===== config.mk =====
export PLATFORM = sky130hd
export DESIGN_NAME = pipe5_mem_arbiter
export DESIGN_NICKNAME = d
export VERILOG_FILES = /design/src/rtl/rv32i_types_pkg.sv /design/src/rtl/pipe5_types_pkg.sv /design/src/rtl/pipe5_mem_arbiter.sv
export SDC_FILE = /design/constraint.sdc
export NUM_CORES = 1
export LEC_CHECK = 0
export BUFFER_PORTS_ARGS = -buffer_cell sky130_fd_sc_hd__buf_2
export CORE_AREA = 2 2 107 109
export CTS_CLUSTER_SIZE = 8
export DETAILED_ROUTE_END_ITERATION = 8
export DIE_AREA = 0 0 109 111
export MAX_ROUTING_LAYER = met4
export PLACE_DENSITY = 0.46
export SLEW_MARGIN = 15
export SYNTH_ARGS = -nofsm -noshare
export SYNTH_HDL_FRONTEND = slang
export SYNTH_SLANG_ARGS = --single-unit
export TNS_END_PERCENT = 20

===== constraint.sdc =====
create_clock -name CLK -period 3.5 [get_ports CLK]
set_clock_uncertainty 0.2 [all_clocks]
set_input_delay 0.525 -clock CLK [delete_from_list [all_inputs] [get_ports CLK]]
set_output_delay 0.525 -clock CLK [all_outputs]
set_load 0.03 [all_outputs]

===== src/rtl/rv32i_types_pkg.sv =====
// Base RV32I width constants and word type shared across the pipe5 core.
package rv32i_types_pkg;

    parameter int unsigned WORD_W = 32;

    typedef logic [WORD_W-1:0] word_t;

endpackage


===== src/rtl/pipe5_types_pkg.sv =====
// Pipe5-specific types: register selects, forwarding selects and bus arbiter states.
package pipe5_types_pkg;

    import rv32i_types_pkg::*;

    // Architectural register index
    typedef logic [4:0] rsel_t;

    // Operand source chosen by the forwarding unit
    typedef enum logic [1:0] {
        BYP_NONE,
        BYP_EX,
        BYP_MEM,
        BYP_WB
    } bypass_t;

    // Unified-bus arbiter state
    typedef enum logic [1:0] {
        IDLE,
        GRANT_I,
        GRANT_D
    } arb_state_t;

endpackage


===== src/rtl/pipe5_mem_arbiter.sv =====
// Shares the unified memory bus between fetch2 (instruction reads) and the
// memory stage (data loads/stores). One transaction at a time; on contention
// the winner is chosen by FAIR_MODE and the loser is handed the bus in the
// completion cycle with no idle gap.
module pipe5_mem_arbiter
    import rv32i_types_pkg::*;
    import pipe5_types_pkg::*;
#(
    parameter bit FAIR_MODE = 1'b1
) (
    input  logic       CLK,
    input  logic       nRST,
    // fetch2 side
    input  logic       i_ren,
    input  word_t      i_addr,
    output word_t      i_rdata,
    output logic       i_busy,
    // memory-stage side
    input  logic       d_ren,
    input  logic       d_wen,
    input  word_t      d_addr,
    input  word_t      d_wdata,
    input  logic [3:0] d_byte_en,
    output word_t      d_rdata,
    output logic       d_busy,
    // unified bus
    output logic       m_ren,
    output logic       m_wen,
    output word_t      m_addr,
    output word_t      m_wdata,
    output logic [3:0] m_byte_en,
    input  word_t      m_rdata,
    input  logic       m_busy
);

    arb_state_t state;
    logic       last_d;
    logic       d_is_wr;
    logic       i_req;
    logic       d_req;

    assign i_req = i_ren;
    assign d_req = d_ren | d_wen;

    // Arbitration state, last-served side, and the data command captured at grant.
    // The data command is latched so a flushed store/load keeps its bus
    // direction until the transaction completes.
    always_ff @(posedge CLK or negedge nRST) begin
        if (!nRST) begin
            state   <= IDLE;
            last_d  <= 1'b0;
            d_is_wr <= 1'b0;
        end else begin
            unique case (state)
                IDLE: begin
                    if (i_req && d_req) begin
                        if (FAIR_MODE && last_d) begin
                            state <= GRANT_I;
                        end else begin
                            state   <= GRANT_D;
                            d_is_wr <= d_wen;
                        end
                    end else if (d_req) begin
                        state   <= GRANT_D;
                        d_is_wr <= d_wen;
                    end else if (i_req) begin
                        state <= GRANT_I;
                    end
                end
                GRANT_I: begin
                    if (!m_busy) begin
                        last_d <= 1'b0;
                        if (d_req) begin
                            state   <= GRANT_D;
                            d_is_wr <= d_wen;
                        end else begin
                            state <= IDLE;
                        end
                    end
                end
                GRANT_D: begin
                    if (!m_busy) begin
                        last_d <= 1'b1;
                        state  <= i_req ? GRANT_I : IDLE;
                    end
                end
                default: state <= IDLE;
            endcase
        end
    end

    // Route the granted side onto the bus and report busy/rdata to both sides.
    always_comb begin
        m_ren     = 1'b0;
        m_wen     = 1'b0;
        m_addr    = '0;
        m_wdata   = '0;
        m_byte_en = '0;
        i_rdata   = '0;
        d_rdata   = '0;
        i_busy    = i_req;
        d_busy    = d_req;
        unique case (state)
            GRANT_I: begin
                m_ren     = 1'b1;
                m_addr    = i_addr;
                m_byte_en = '1;
                i_busy    = m_busy;
                i_rdata   = m_rdata;
            end
            GRANT_D: begin
                m_ren     = ~d_is_wr;
                m_wen     = d_is_wr;
                m_addr    = d_addr;
                m_wdata   = d_wdata;
                m_byte_en = d_byte_en;
                d_busy    = m_busy;
                d_rdata   = m_rdata;
            end
            default: ;
        endcase
        // While reset is held the requesters must see a quiet arbiter.
        if (!nRST) begin
            i_busy = 1'b0;
            d_busy = 1'b0;
        end
    end

    // Memory stage must never issue a load and a store together.
    assert property (@(posedge CLK) disable iff (!nRST) !(d_ren && d_wen));

endmodule

==> results by group <==
Setup path
  • Slowest CP cell: ha_1
  • Type of destination of the critical path: output pin
  • Startpoint types: register
  • CP arrival: approximately 2 ns
  • Critical path type: reg2out
  • Worst Path Max Fanout: 24
  • CP required: 2.77 ns
  • Cell Chain, Critical Path: inv_1 -> ha_1 -> buf_4 -> nor2b_1 -> buf_2
  • Worst stage delay on the critical path: about 0.67 ns

Clocking
  • Clock root cell: clkbuf_16
  • Maximum root-to-sink buffer count: 2
  • TritonCTS clock tree: built
  • Post-CTS sizing: 0
  • # Post-CTS Setup Buffers: 0
  • CTS Buf Count: 3
  • Clock slew at reported path FFs: roughly 0.03 ns
  • TritonCTS Sinks: 4
  • Post-CTS Hold Fix Bufs: 1
  • Clk Latency, worst-skew pair: between 0.2 and 0.25 ns
  • CTS HTree Levels: 1

Synth
  • Post-synthesis compound-gate area fraction: approximately 25%
  • XOR/XNOR share of the synthesized area: 0%
  • Mapped cell area: 1530 um2
  • Largest family of logic cells by synthesized area: simple AND/OR/NAND/NOR gates
  • Sequential area share after synthesis: 6.56%
  • Mapped Avg Cell Area: 6.69 um2
  • Syn nets: 370
  • Adder-cell share of the synthesized area: 3.28%
  • Synth Instances: 228
  • Netlist cell types: 24
  • Post-synthesis mux area share: 0%
  • Yosys reg bits: 4
  • Simple-Gate Fraction of Synth Area: between 50% and 60%
  • Synth Warn #: 0

Timing
  • Endpoints failing setup: 0
  • Slew Viols, Final: 0
  • RSZ-0062 raised after global routing: no
  • Setup TNS: 0 ns
  • Final Hold Fails: 0
  • Final period utilization: 78.4%
  • Crit path time final: between 2 and 3 ns
  • Relative slew margins: 60.0%
  • Slew @ Worst Pin: 0.601 ns
  • F_max: ~360 MHz

Die
  • Die Wd: 109 um
  • Core area: approximately 11000 um2
  • DIE AREA: 12100 um2
  • Initial Utilization: 13.8%
  • Die Y: 111 um
  • Standard-cell rows: 39
  • # IOs: between 200 and 300

Global route
  • Largest net degree at the start of global routing: 56
  • First-pass GRT wire length: about 11000 um
  • GR Overflow Total: 0
  • Initial antenna violation count: 0
  • Number of global-route vias before repair: around 2300
  • GR Util All Layers: 11.8%

Route
  • Wl on met1: about 2900 um
  • TritonRoute pass-1 iters: 4
  • Max layer used: met4
  • WL/cell: 12.4 um
  • Routed wire length: roughly 8000 um
  • DRT antenna net count: 0
  • Vias per std cell: between 4 and 5
  • Initial drt markers: 88
  • Met3 WL post-DR: 735 um
  • Wire length on met2: 4050 um
  • DRC: 0
  • Via count: 2597

Final layout
  • Nets: 630
  • Final instance area: just over 3000 um2
  • Layout Utilization: 28.0%
  • Ant. Diodes: 0
  • Final cell count without fillers: 629
  • Post-synthesis to final-layout area growth: 103%
  • Layout cells sized above 1: 58.2%

Hold path
  • Worst hold path class: reg2reg

Power
  • Worst VDD drop: 0.392 mV
  • PD cells: 836 nW/um2
  • Leakage Power: 1.84 nW
  • Total Power: ~2.6 mW

Placement
  • Placer Congestion: roughly 0.86
  • Dpl cells: between 600 and 700
  • Port bufs: 273
  • Detailed-placement wirelength estimate: around 6500 um
  • Cell Area, Placed: 3010 um2

Run
  • Max Cap Viol: 0

Run status
  • Status: finished clean
==> area by class of cell <==
| cell class | instances | area [um2] |
|---|---|---|
| clock buffer | 3 | 75.1 |
| sequential | 4 | 100 |
| timing repair buffer | 278 | 1420 |
| tap | 143 | 179 |
| inverter | 3 | 11.3 |
| multi-input combinational | 198 | 1310 |
| fill | 1239 | 7980 |
==> cells in the mapped netlist <==
master,n,area share [%]
o21a_4,1,0.98
buf_6,2,1.5
ha_1,4,3.3
o41ai_1,2,1.1
nand2b_1,2,0.82
o2111ai_1,1,0.57
buf_1,1,0.25
a21boi_0,1,0.49
dfrtp_1,4,6.6
nor2_1,1,0.25
a22oi_1,33,16
a21oi_1,5,1.6
a21boi_1,1,0.49
nor4b_1,1,0.57
o2bb2ai_1,2,1.1
clkbuf_1,16,3.9
and2_1,97,40
o21ai_0,4,1.3
nand3_1,1,0.33
buf_2,4,1.3
nand2_1,5,1.2
o311a_1,1,0.66
nor2b_1,36,15
inv_1,3,0.74
==> metrics by stage <==
step	hold WS [ns]	worst slack [ns]
floorplan	0.0294	0.999
global placement	0.154	1.02
detailed placement	0.152	0.920
CTS	0.308	0.671
global route	0.339	0.529
finish	0.309	0.756
==> logic make-up (layout without fill, tap and decap cells) <==
kind of cell    after synthesis  after routing
simple gates                143            143
compound gates               51             51
buf+inv                      26            284
fa+ha+maj                     4              4
flops                         4              4
==> power breakdown <==
part | total, mW | switching (mW) | internal (mW) | leakage, nW
clock network | 0.180 | 0.0339 | 0.146 | 0.0370
logic | 2.32 | 1.55 | 0.768 | 1.76
registers | 0.0891 | 0.0197 | 0.0694 | 0.0478
==> placed cells by master (no fill, tap or decap) <==
master         Yosys  layout
a21oi_1            5       5
clkbuf_16          0       3
o41ai_1            2       2
dlygate4sd3_1      0       1
and2_1            97      97
o311a_1            1       1
a21boi_1           1       1
nor2b_1           36      36
ha_1               4       2
dfrtp_1            4       4
o21a_4             1       1
ha_2               0       2
nor4b_1            1       1
buf_4              0       3
o2111ai_1          1       1
buf_12             0       1
buf_2              4     273
a22oi_1           33      33
nand2b_1           2       2
a21boi_0           1       1
inv_1              3       3
o2bb2ai_1          2       2
nand2_1            5       5
nand3_1            1       1
nor2_1             1       1
o21ai_0            4       4
==> flip-flops by register name, summed over array words and instances (netlist names) <==
name,cells
last_d,1
d_is_wr,1
state,2
==> worst max-delay path, delay by kind of cell, from the launching register on <==
kind	cells	cell delay, ns
adder cells (fa/ha/maj)	1	0.67
buffers and inverters	3	0.58
flip-flops	1	0.38
AND/OR/NAND/NOR	1	0.15
==> final timing paths <==
kind	start	end	slack [ns]	cells past startpoint
setup / recovery	state[0]	m_addr[3]	0.76	5
hold / removal	d_is_wr	d_is_wr	0.31	1
setup reg to reg	state[1]	last_d	1.54	6
hold reg to reg	d_is_wr	d_is_wr	0.31	1
max in group asynchronous	nRST	d_is_wr	2.51	2
min in group asynchronous	nRST	state[1]	0.45	2
==> routing by layer <==
metal / vias to the layer above / GRT usage (%)
met4: 0 / 1.88
met3: 8 / 1.88
li1: 1276 / -
met1: 1167 / 12.7
met2: 146 / 22.4
met5: - / -
Power figures use the tool's default switching activity.
